==> config.mk <==
export PLATFORM = sky130hd
export DESIGN_NAME = combo_lock_ctrl
export DESIGN_NICKNAME = d
export VERILOG_FILES = /design/src/rtl/combo_lock_ctrl.sv
export SDC_FILE = /design/constraint.sdc
export NUM_CORES = 1
export LEC_CHECK = 0
export ABC_AREA = 1
export BUFFER_PORTS_ARGS = -buffer_cell sky130_fd_sc_hd__buf_2
export CAP_MARGIN = 20
export CORE_MARGIN = 2
export CORE_UTILIZATION = 53
export CTS_CLUSTER_SIZE = 12
export DETAILED_ROUTE_END_ITERATION = 6
export HOLD_SLACK_MARGIN = 0.05
export PLACE_DENSITY = 0.72
export RECOVER_POWER = 50
export SYNTH_ARGS = -nofsm -noshare
export SYNTH_HDL_FRONTEND = slang
export SYNTH_SLANG_ARGS = --single-unit
==> constraint.sdc <==
create_clock -name MAX10_CLK1_50 -period 2.9 [get_ports MAX10_CLK1_50]
set_input_delay 0.435 -clock MAX10_CLK1_50 [delete_from_list [all_inputs] [get_ports MAX10_CLK1_50]]
set_output_delay 0.435 -clock MAX10_CLK1_50 [all_outputs]
set_load 0.02 [all_outputs]
==> src/rtl/combo_lock_ctrl.sv <==
// Keypad combination lock: input sync, one-event-per-press capture, set/lock/unlock FSM, lockout.
// Optional idle auto-relock is enabled by defining COMBO_LOCK_AUTO_RELOCK_EN.
module combo_lock_ctrl #(
  parameter int          NUM_DIGITS     = 6,
  parameter int          MAX_TRIES      = 3,
  parameter int          LOCKOUT_CYCLES = 250000000,
  parameter logic [3:0]  CLR_KEY        = 4'hF,
  parameter logic [3:0]  ENTER_KEY      = 4'hE
`ifdef COMBO_LOCK_AUTO_RELOCK_EN
  ,
  parameter int          RELOCK_CYCLES  = 500000000
`endif
) (
  input  logic                              MAX10_CLK1_50,
  input  logic                              nreset,
  input  logic [3:0]                        key_code,
  input  logic                              key_valid_n,
  output logic [4*NUM_DIGITS-1:0]           attempt,
  output logic [$clog2(NUM_DIGITS+1)-1:0]   digit_count,
  output logic                              locked,
  output logic                              set_mode,
  output logic                              lockout,
  output logic [3:0]                        fail_count,
  output logic                              unlock_pulse,
  output logic                              error_pulse
);

  localparam int             AW   = 4 * NUM_DIGITS;
  localparam int             CW   = $clog2(NUM_DIGITS + 1);
  localparam int             TW   = (LOCKOUT_CYCLES > 1) ? $clog2(LOCKOUT_CYCLES) : 1;
  localparam logic [CW-1:0]  FULL = CW'(NUM_DIGITS);
  localparam logic [3:0]     MAXF = 4'(MAX_TRIES);

  typedef enum logic [1:0] {
    CAP_IDLE,
    CAP_CAPTURE,
    CAP_WAIT_RELEASE
  } cap_state_t;

  typedef enum logic [1:0] {
    ST_UNLOCKED,
    ST_LOCKED,
    ST_LOCKOUT
  } lock_state_t;

  logic [3:0]  code_meta;
  logic [3:0]  code_sync;
  logic        vn_meta;
  logic        vn_sync;

  cap_state_t  cap_state;
  cap_state_t  cap_next;
  logic        key_event;
  logic [3:0]  key_value;

  lock_state_t state;
  lock_state_t state_next;
  logic [AW-1:0] code;
  logic [AW-1:0] code_next;
  logic [AW-1:0] attempt_next;
  logic [CW-1:0] count_next;
  logic [3:0]    fail_next;
  logic [TW-1:0] timer;
  logic [TW-1:0] timer_next;
  logic          unlock_next;
  logic          error_next;
  logic          entry_ok;
  logic          submit;

  // Two-flop synchronisers; valid_n idles high so a key held through reset is seen as a fresh press.
  always_ff @(posedge MAX10_CLK1_50 or negedge nreset) begin
    if (!nreset) begin
      code_meta <= '0;
      code_sync <= '0;
      vn_meta   <= 1'b1;
      vn_sync   <= 1'b1;
    end else begin
      // NOTE: sequential state uses non-blocking assignments so every flop samples pre-edge values.
      code_meta <= key_code;
      code_sync <= code_meta;
      vn_meta   <= key_valid_n;
      vn_sync   <= vn_meta;
    end
  end

  always_ff @(posedge MAX10_CLK1_50 or negedge nreset) begin
    if (!nreset) begin
      cap_state <= CAP_IDLE;
      key_event <= 1'b0;
      key_value <= '0;
    end else begin
      cap_state <= cap_next;
      key_event <= (cap_state == CAP_CAPTURE);
      if (cap_state == CAP_CAPTURE) begin
        key_value <= code_sync;
      end
    end
  end

  always_comb begin
    // NOTE: every combinational output gets a default first so no path leaves it unassigned (no latches).
    cap_next = cap_state;
    case (cap_state)
      CAP_IDLE:         if (!vn_sync) cap_next = CAP_CAPTURE;
      CAP_CAPTURE:      cap_next = CAP_WAIT_RELEASE;
      CAP_WAIT_RELEASE: if (vn_sync) cap_next = CAP_IDLE;
      default:          cap_next = CAP_IDLE;
    endcase
  end

`ifdef COMBO_LOCK_AUTO_RELOCK_EN
  localparam int RW = (RELOCK_CYCLES > 1) ? $clog2(RELOCK_CYCLES) : 1;

  logic [RW-1:0] idle_cnt;
  logic [RW-1:0] idle_next;
  logic          code_set;
  logic          code_set_next;

  always_ff @(posedge MAX10_CLK1_50 or negedge nreset) begin
    if (!nreset) begin
      idle_cnt <= '0;
      code_set <= 1'b0;
    end else begin
      idle_cnt <= idle_next;
      code_set <= code_set_next;
    end
  end
`endif

  always_comb begin
    state_next   = state;
    code_next    = code;
    attempt_next = attempt;
    count_next   = digit_count;
    fail_next    = fail_count;
    timer_next   = timer;
    unlock_next  = 1'b0;
    error_next   = 1'b0;

    entry_ok = key_event && (state != ST_LOCKOUT);
    submit   = entry_ok && (key_value == ENTER_KEY) && (digit_count == FULL);

    if (state == ST_LOCKOUT) begin
      if (timer == '0) begin
        state_next = ST_LOCKED;
        fail_next  = '0;
      end else begin
        timer_next = timer - 1'b1;
      end
    end

    if (entry_ok) begin
      if (key_value == CLR_KEY) begin
        attempt_next = '0;
        count_next   = '0;
      end else if (submit) begin
        attempt_next = '0;
        count_next   = '0;
        if (state == ST_UNLOCKED) begin
          code_next  = attempt;
          state_next = ST_LOCKED;
          fail_next  = '0;
        end else if (attempt == code) begin
          unlock_next = 1'b1;
          fail_next   = '0;
          state_next  = ST_UNLOCKED;
        end else begin
          error_next = 1'b1;
          fail_next  = (fail_count >= MAXF) ? MAXF : fail_count + 4'd1;
          if (fail_next == MAXF) begin
            state_next = ST_LOCKOUT;
            timer_next = TW'(LOCKOUT_CYCLES - 1);
          end
        end
      end else if (digit_count < FULL) begin
        // Slot 0 sits in the MSBs so the entry reads left to right on the display.
        for (int i = 0; i < NUM_DIGITS; i++) begin
          if (digit_count == CW'(i)) begin
            attempt_next[AW-4-4*i +: 4] = key_value;
          end
        end
        count_next = digit_count + 1'b1;
      end
    end

`ifdef COMBO_LOCK_AUTO_RELOCK_EN
    code_set_next = code_set | (submit && (state == ST_UNLOCKED));
    idle_next     = '0;
    if ((state == ST_UNLOCKED) && code_set) begin
      if (key_event) begin
        idle_next = '0;
      end else if (idle_cnt == RW'(RELOCK_CYCLES - 1)) begin
        // Counter parks at terminal count while a partial entry blocks the relock.
        idle_next = idle_cnt;
        if (digit_count == '0) begin
          state_next = ST_LOCKED;
        end
      end else begin
        idle_next = idle_cnt + 1'b1;
      end
    end
`endif
  end

  always_ff @(posedge MAX10_CLK1_50 or negedge nreset) begin
    if (!nreset) begin
      state        <= ST_UNLOCKED;
      // NOTE: the stored code is a register bank, not a memory, so it takes the async reset like all other state.
      code         <= '1;
      attempt      <= '0;
      digit_count  <= '0;
      fail_count   <= '0;
      timer        <= '0;
      unlock_pulse <= 1'b0;
      error_pulse  <= 1'b0;
    end else begin
      state        <= state_next;
      code         <= code_next;
      attempt      <= attempt_next;
      digit_count  <= count_next;
      fail_count   <= fail_next;
      timer        <= timer_next;
      unlock_pulse <= unlock_next;
      error_pulse  <= error_next;
    end
  end

  assign locked   = (state != ST_UNLOCKED);
  assign set_mode = (state == ST_UNLOCKED);
  assign lockout  = (state == ST_LOCKOUT);

endmodule

Word-level counts from Yosys, hierarchy flattened
Cells that the tools add are included.

Add/sub/neg operators: 3. Magnitude comparators: 2. Eq/ne operators: 16. Mux-type cells: 49. Bitwise operators: 1. Reductions and logical operators: 24.

Operators with widths (count): 28-bit two-way mux (8); 24-bit two-way mux (3); 4-bit two-way mux (14); 28-bit logical NOT (1); 28-bit by 1-bit subtractor with 28-bit output (second input constant) (1); 24-bit equality test (1); 3-bit nonzero test (7); 2-bit two-way mux (10); 3-bit AND reduction (6); 1-bit two-way mux (10); 3-bit equality test (second input constant) (3); 3-bit two-way mux (3); 4-bit equality test (second input constant) (2); 3-bit by 2-bit equality test with 1-bit output (second input constant) (2); 2-bit inequality test (second input constant) (3); 2-bit case mux with 3 select lines (1); 4-bit by 1-bit adder with 4-bit output (second input constant) (1); 2-bit equality test (second input constant) (2); 4-bit by 2-bit equality test with 1-bit output (second input constant) (1); 4-bit by 2-bit >= comparator with 1-bit output (second input constant) (1); 2-bit logical NOT (2); 2-bit AND reduction (2); 4-bit AND reduction (1); 3-bit by 1-bit adder with 3-bit output (second input constant) (1); 7 further kinds (9).

Register bits: 104. Output and inout bits: 36. Word-level logic and storage cells: 115.

Longest topological paths before layout
Gate-level depths: netlist (run 1).

Depth in word-level cells: 9. Gate-level depth with buffers: 12.

Least setup slack after synthesis (run 1)
OpenSTA, ideal clock, no wires.

Kind: reg2reg. From: register digit_count[1]. To: register code[3]. Setup time: 0.085 ns. Data arrival time: 1.619 ns. Required time: 2.815 ns. Path slack: 1.197 ns. Cell stages (with the launch flop): 7. Buffers on the path: 1. Clock period less this slack: 1.703 ns. Path through: dfrtp_1 -> ha_1 -> nand4_1 -> nor2_4 -> nand2_1 -> buf_2 -> mux2_1.

Longest elaborated chain between the ends: 3.

RTL lines: start, declared (line 19) `output logic [$clog2(NUM_DIGITS+1)-1:0] digit_count,`; start signal, assigned (line 220) `digit_count <= count_next;`; 3-bit equality test (line 141) `submit = entry_ok && (key_value == ENTER_KEY) && (digit_count == FULL);`; 1-bit logical AND (line 141); 4-bit AND reduction (no source line); end signal, assigned (line 218) `code <= code_next;`; end, declared (line 58) `logic [AW-1:0] code;`.

Every way passes these cells. A chain may end at the register's enable or synchronous reset.

Worst setup path after layout (run 1)
From: register state[0]. To: output port lockout.

Longest elaborated chain between the ends: 1.

RTL lines: start, declared (line 56) `lock_state_t state;`; start signal, assigned (line 217) `state <= state_next;`; 2-bit equality test (line 230) `assign lockout = (state == ST_LOCKOUT);`; end, declared (line 22) `output logic lockout,`.

Every way passes these cells.

==> out/summary.txt, run 1 <==
======================================================================================
Antenna diodes                                                                       0
Via count normalized by instance count                                            5.08
Power density over cell area                                               692 mW/mm^2
Cell Count Post-Placement                                                          876
Clock slew at the register clock pins of the worst setup and hold paths        0.11 ns
Final hold violation count                                                           0
Detailed-route wire length per cell                                            12.7 um
Post-CTS Setup Inserts                                                               0
Kind of launch point of the worst setup path                                 flip-flop
Maximum root-to-sink buffer count                                                    2
GRT Resource Usage Total                                                         22.2%
RSZ-0062 raised after global routing                                             false
Total Die Area                                                             0.0110 mm^2
Post-synthesis cell type count                                                      31
Gates resized, CTS repair                                                            0
Placed Area                                                               0.00573 mm^2
Ratio of final minimum period to clock period                                    78.6%
Clock Latency Late Sink                                                        0.39 ns
Count of state elements after synthesis                                            104
Hold Path Stages                                                                     1
Grt ovf                                                                              0
Headroom to the max-slew limit                                                   15.2%
Fraction of layout cells with a size suffix above 1                              14.2%
Synth Cell Area                                                           0.00539 mm^2
Slew at the pin closest to its max-slew limit                                  1.27 ns
Largest net degree at the start of global routing                                   55
HPWL after detailed placement                                                  8.21 mm
Sequential share of the synthesized area                                         48.9%
Starting Density                                                                 54.9%
Post-route setup TNS                                                              0 ns
Number of optimization iterations in the first detailed-route pass                   7
Cell Rows                                                                           36
Worst reg2reg path depth                                                             7
CTS tree                                                                          done
CTS sink count                                                                     104
Share of flip-flops with an asynchronous set or reset                             100%
Number of nets produced by synthesis                                               723
Die width                                                                       105 um
Synthesis Warnings                                                                   0
Non-filler cells in the finished layout                                            892
Chip height                                                                     105 um
Max Fanout on Critical Path                                                         14
Leakage power                                                                  3.19 nW
Number of global-route vias before repair                                         4125
Number of max-capacitance violations reported                                        0
# hold bufs at CTS                                                                   0
Required time of the critical path                                             2.47 ns
Crit Path Category                                                        flip-flop to output port
Number of antenna violations at the first check in global routing                    0
Ports                                                                               43
Post-detailed-route DRC marker count                                                 0
Predominant post-synthesis flop cell                                           dfrtp_1
Worst clock skew                                                             0.0157 ns
Total clock buffers created by CTS                                                   9
EDFF count, synth                                                                    0
Instance count of the mapped netlist                                               709
Min Tclk post-route                                                            2.28 ns
Crit path DAT                                                                  1.85 ns
Core Box Area                                                             0.00982 mm^2
Post-Synthesis Mean Instance Area                                            7.60 um^2
Number of pins with negative max-slew slack in the final report                      0
Peak supply drop                                                              0.472 mV
Hold Slack                                                                    0.139 ns
Final number of setup-violating endpoints                                            0
Wire length of the first global-routing pass                                   19.7 mm
Run status                                                                   completed
Drt initial violations                                                             291
Total number of H-tree levels                                                        3
Kind of path behind the tightest hold check                               input pin to flip-flop
Achievable clock frequency                                                     439 MHz
Area added between synthesis and finish                                          10.5%
Kind of end point of the critical path                                     output port
Number of I/O port buffers                                                          42
Worst reg2reg setup slack                                                      0.72 ns
Final routed wirelength across all metal layers                                11.3 mm
Total Nets Final                                                                   768
Clock tree root driver cell                                                   clkbuf_8
ANT nets after route                                                                 0
Layout Cell Area excl Fill                                                0.00596 mm^2
Global placement routability congestion                                          0.876
Detailed-route via count                                                          4527
======================================================================================
-- sequential cells by signal, summed over array words and instances, names as in the netlist, 2 cells and up --
signal	flops
cap_state	2
attempt	24
fail_count	4
key_value	4
code_meta	4
code	24
timer	28
code_sync	4
state	2
digit_count	3
-- path summary, 6_finish.rpt --
path                                            start                      to
hold / removal                            key_valid_n       vn_meta$_DFF_PN1_
min in group asynchronous                      nreset      state[0]$_DFF_PN0_
hold reg to reg                code_meta[0]$_DFF_PN0_  code_sync[0]$_DFF_PN0_
setup reg to reg           digit_count[0]$_DFFE_PN0P_    code[13]$_DFFE_PN1P_
max in group asynchronous                      nreset       vn_sync$_DFF_PN1_
setup / recovery                   state[0]$_DFF_PN0_                 lockout
-- cell usage after synthesis (all sizes together), types with 2 or more instances --
master	n	area [um^2]
xnor2	5	43.8
buf	8	58.8
xor2	5	43.8
o31ai	2	15.0
nor3	5	25.0
nand4	14	87.6
dfrtp	78	1950
nand2	236	901
nand3b	5	37.5
mux2	2	22.5
clkbuf	3	11.3
dfstp	26	683
nor2	83	384
nand3	60	323
inv	112	420
ha	7	87.6
o21ai	54	270
-- per-layer routing --
| metal | share of wire (%) | GRT usage [%] |
|---|---|---|
| met4 | 1.2 | 6.29 |
| met3 | 6.2 | 6.18 |
| met5 | 0 | 0 |
| met2 | 45 | 33.3 |
| met1 | 47 | 31.7 |
-- logic make-up after synthesis --
kind of cell / share of synthesized area [%]
and+or+nand+nor: 33.0
xor gates and xnor gates: 1.62
AOI/OAI and AO/OA: 5.29
muxes: 0.418
DFF: 48.9
adders and majority gates: 1.62
buffers and inverters: 9.17
-- cell usage in the layout (no fill, tap or decap), types with 7 or more instances in the layout --
cell and instances:
buf_2 40, clkbuf_8 9, dfrtp_1 78, dfstp_2 26, ha_1 7, inv_1 108, nand2_1 232, nand3_1 57
nand4_1 14, nor2_1 73, o21ai_0 36, o21ai_1 18
-- final cells by class --
class	count	area (um^2)
clock buffers	9	124
clock inverters	7	103
fillers	922	3860
inverters	113	424
multi-input cells	481	2260
flip-flops and latches	104	2640
well taps	133	166
repair buffers	45	244
-- critical path, stage by stage, from the launching register on --
cell and delay (ns):
dfrtp_1 0.43, inv_2 0.06, nand2_1 0.16, buf_4 0.23
inv_1 0.33, buf_2 0.25
-- power breakdown --
| group | internal, mW | total, mW | switching, mW |
|---|---|---|---|
| Combinational | 0.387 | 1.21 | 0.819 |
| Sequential | 1.68 | 1.90 | 0.223 |
| Clock | 0.496 | 1.02 | 0.520 |
-- through the flow --
stage,setup slack [ns],total power [mW],util [%]
after detailed placement,0.726,3.14,58.4
after CTS,0.623,4.17,60.7
after floorplan,1.20,2.71,-
after global routing,0.471,4.43,60.7
after global placement,0.850,3.10,58.4
final,0.620,4.12,60.7
(Power assumes the default switching activity.)
==> inputs of run 2 (changes only) <==
ABC_AREA = 0   (was 1)
clock period = 2.4 ns   (was 2.9 ns; I/O delays follow)
==> run 2 against run 1 <==
Sequential share of layout area increased by 4.7 points. Non-clock buffer count increased by 11. Critical endpoint is now timer[0]$_DFF_PN0_. The run now ends with capacitance limit, slew limit left. Worst setup slack got worse by 0.52 ns. Global-route usage decreased by 1.7 points. Clock skew decreased by 0.0052 ns. Hold slack got worse by 0.041 ns. Sequential power increased by 25%.
==> out/summary.txt, run 2 <==
======================================================================================
Chip height                                                                    98.8 um
Combinational fraction of design power                                           26.8%
Count of buffer and inverter cells on the critical path                              2
Post-Synthesis Mean Instance Area                                            11.8 um^2
Hold Slack                                                                   0.0981 ns
Post-synthesis cell type count                                                      51
Layout Cell Area excl Fill                                                0.00539 mm^2
Highest-count cells in the layout ignoring fill and taps                  dfrtp_1 (78), buf_2 (40), mux2_2 (28)
Min Tclk post-route                                                            2.30 ns
Starting Density                                                                 54.6%
Worst reg2reg path depth                                                             8
Crit Path Category                                                        flip-flop to flip-flop
Share of the synthesized netlist area taken by xor and xnor gates                5.70%
Fraction of layout cells with a size suffix above 1                              29.2%
Grt ovf                                                                              0
Share of synthesized cell area in and, or, nand and nor gates                    15.2%
Cell Count Post-Placement                                                          549
Required time of the critical path                                             2.63 ns
Max Fanout on Critical Path                                                          5
Instance count of the mapped netlist                                               402
Global placement routability congestion                                          0.816
ANT nets after route                                                                 0
Achievable clock frequency                                                     435 MHz
Kind of end point of the critical path                                       flip-flop
Worst clock skew                                                             0.0105 ns
Share of flip-flops with an asynchronous set or reset                             100%
Die width                                                                      98.8 um
EDFF count, synth                                                                    0
HPWL after detailed placement                                                  6.46 mm
Biggest cell delay along the critical path                                     0.50 ns
Met1 Resource Use GR                                                             28.4%
Area added between synthesis and finish                                          13.2%
Total Die Area                                                            0.00976 mm^2
Kind of path behind the tightest hold check                               input pin to flip-flop
Headroom to the max-slew limit                                                  -4.22%
Power Internal                                                                 3.03 mW
Fraction of post-synthesis cell area in the top cell type by area                41.0%
Detailed-route via count                                                          3359
Met2 Use GR                                                                      31.6%
Clock Latency Late Sink                                                        0.36 ns
Min-Delay Endpoint                                                        code_meta[2]$_DFF_PN0_
Critical Path Slowest Stage Cell                                                or3b_2
Leakage power                                                                  2.69 nW
Leading registers by flop count                                           timer (28), attempt (24), code (24)
Synth Cell Area                                                           0.00476 mm^2
Non-filler cells in the finished layout                                            571
Most common library cell in the layout ignoring fill and taps                  dfrtp_1
Number of I/O port buffers                                                          42
Power share of the sequential group                                              50.0%
Peak supply drop                                                              0.491 mV
Number of optimization iterations in the first detailed-route pass                   4
Number of nets produced by synthesis                                               416
Total Nets Final                                                                   472
Synth area leader                                                              dfrtp_1
Hold Path Stages                                                                     1
Worst reg2reg setup slack                                                      0.10 ns
Detailed-route wire length per cell                                            16.6 um
Run status                                                                finished, violations left
Final routed wirelength across all metal layers                                9.49 mm
Largest net degree at the start of global routing                                   78
Wire length of the first global-routing pass                                   16.1 mm
Number of flip-flops under the largest register name                                28
Mux share of post-synthesis cell area                                            6.62%
Most common library cells after synthesis                                 dfrtp_1 (78), mux2_2 (28), dfstp_2 (26), nand2_1 (26), xor2_1 (25)
Library cell with the highest instance count after synthesis                   dfrtp_1
Worst Min Path Start                                                       key_code[2]
Register ranked first by flip-flop count                                         timer
Failing checks                                                            capacitance limit, slew limit
CTS sink count                                                                     104
Clock tree root driver cell                                                   clkbuf_8
Core Box Area                                                             0.00872 mm^2
Number of antenna violations at the first check in global routing                    0
Main combinational cell family by area after synthesis                    simple AND/OR/NAND/NOR gates
Cell Rows                                                                           34
Slew at the pin closest to its max-slew limit                                  1.56 ns
CTS tree                                                                          done
Synthesis Warnings                                                                   0
Clock share of power                                                             23.2%
RSZ-0062 raised after global routing                                              true
Fraction of the mapped netlist area in compound gates                            13.2%
Area taken by flip-flops and latches                                      0.00264 mm^2
Post-detailed-route DRC marker count                                                 0
Ports                                                                               43
Post-route setup TNS                                                              0 ns
Predominant post-synthesis flop cell                                           dfrtp_1
Top cells by area, synth                                                  dfrtp_1 (41%), dfstp_2 (14%), mux2_2 (6.6%), xor2_1 (4.6%), o2bb2ai_1 (3.7%)
Ordered list of cells on the worst path                                   inv_1 > ha_1 > or3b_2 > or2_4 > o31ai_4 > buf_4 > xnor2_1 > nand2_1
Via count normalized by instance count                                            5.88
Final number of setup-violating endpoints                                            0
Sequential share of the synthesized area                                         55.3%
Count of state elements after synthesis                                            104
Number of global-route vias before repair                                         3165
Power density over cell area                                               878 mW/mm^2
Worst flop-to-flop path startpoint                                        timer[0]$_DFF_PN0_
Antenna diodes                                                                       0
Area of the multi-input gates                                             0.00203 mm^2
GRT Resource Usage Total                                                         20.5%
Placed Area                                                               0.00513 mm^2
Total number of H-tree levels                                                        3
Total clock buffers created by CTS                                                   9
Family with the most delay on the worst path                              simple AND/OR/NAND/NOR gates
Maximum root-to-sink buffer count                                                    2
Crit path DAT                                                                  2.53 ns
Switching power                                                                1.70 mW
Fraction of the core area covered by cells at the end of the flow                61.8%
Fillers                                                                            709
Number of pins with negative max-slew slack in the final report                     28
Adder-cell share of the synthesized area                                         1.84%
Ratio of final minimum period to clock period                                    95.8%
Worst r2r dst                                                             timer[0]$_DFF_PN0_
Sw Share                                                                         36.0%
Peak-usage layer in the global routing report                                     met2
Drt initial violations                                                             166
Number of max-capacitance violations reported                                        1
Routing usage on met3                                                            6.52%
Final hold violation count                                                           0
Clock slew at the register clock pins of the worst setup and hold paths        0.10 ns
Kind of launch point of the worst setup path                                 flip-flop
======================================================================================
==> run 2: per-stage QoR <==
stage / setup WS [ns] / total power [mW]
finish: 0.102 / 4.73
global route: -0.0184 / 5.01
floorplan: 0.190 / 3.15
CTS: 0.0407 / 4.78
global placement: 0.0695 / 3.63
detailed placement: 0.0515 / 3.66
==> run 2: per-layer routing <==
metal | vias to the layer above | wire length (um)
li1 | 1601 | -
met1 | 1683 | 4350
met2 | 68 | 4540
met3 | 7 | 502
met4 | 0 | 98
met5 | - | 0
==> run 2: how the worst max path moves through the flow <==
stage	from	to	slack, ns	cells past startpoint
global route	timer[0]$_DFF_PN0_	timer[7]$_DFF_PN0_	-0.02	8
floorplan	digit_count[0]$_DFFE_PN0P_	code[10]$_DFFE_PN1P_	0.19	8
detailed placement	timer[0]$_DFF_PN0_	timer[18]$_DFF_PN0_	0.05	7
finish	timer[0]$_DFF_PN0_	timer[0]$_DFF_PN0_	0.10	8
global placement	timer[3]$_DFF_PN0_	timer[18]$_DFF_PN0_	0.07	5
CTS	timer[0]$_DFF_PN0_	timer[10]$_DFF_PN0_	0.04	7
==> run 2: power by group through the flow <==
stage,clock network (mW),registers [mW],logic [mW]
after floorplan,0,2.52,0.638
after global placement,0,2.38,1.25
after detailed placement,0,2.39,1.27
after CTS,1.13,2.36,1.28
after global routing,1.21,2.41,1.39
final,1.10,2.37,1.27
==> run 2: logic make-up after synthesis <==
family | count (synthesis)
multiplexers | 28
XOR/XNOR | 31
flip-flops | 104
AO/OA/AOI/OAI | 81
AND/OR/NAND/NOR | 127
buffers and inverters | 24
adder cells (fa/ha/maj) | 7
==> run 2: repair_timing <==
action / 4_1_cts / 5_1_grt
hold endpoints to repair: 27 / 1
endpoints found under the setup margin: 0 / 20
setup buffers: 0 / 2
gates resized for setup: 0 / 7
hold buffers: 1 / 1
==> run 2: worst reg2reg max path: stages (launching register included) <==
cell and delay (ns):
dfrtp_1 0.39, inv_1 0.10, ha_1 0.20, or3b_2 0.50, or2_4 0.30, o31ai_4 0.30, buf_4 0.20, xnor2_1 0.12
nand2_1 0.08
==> run 2: final cells by class <==
cell class	count	area share, %
Inverter	13	0.905
Clock buffer	10	2.37
Timing Repair Buffer	56	6.20
Sequential cell	104	48.9
Multi-Input combinational cell	274	37.7
Tap cell	108	2.51
Clock inverter	6	1.39
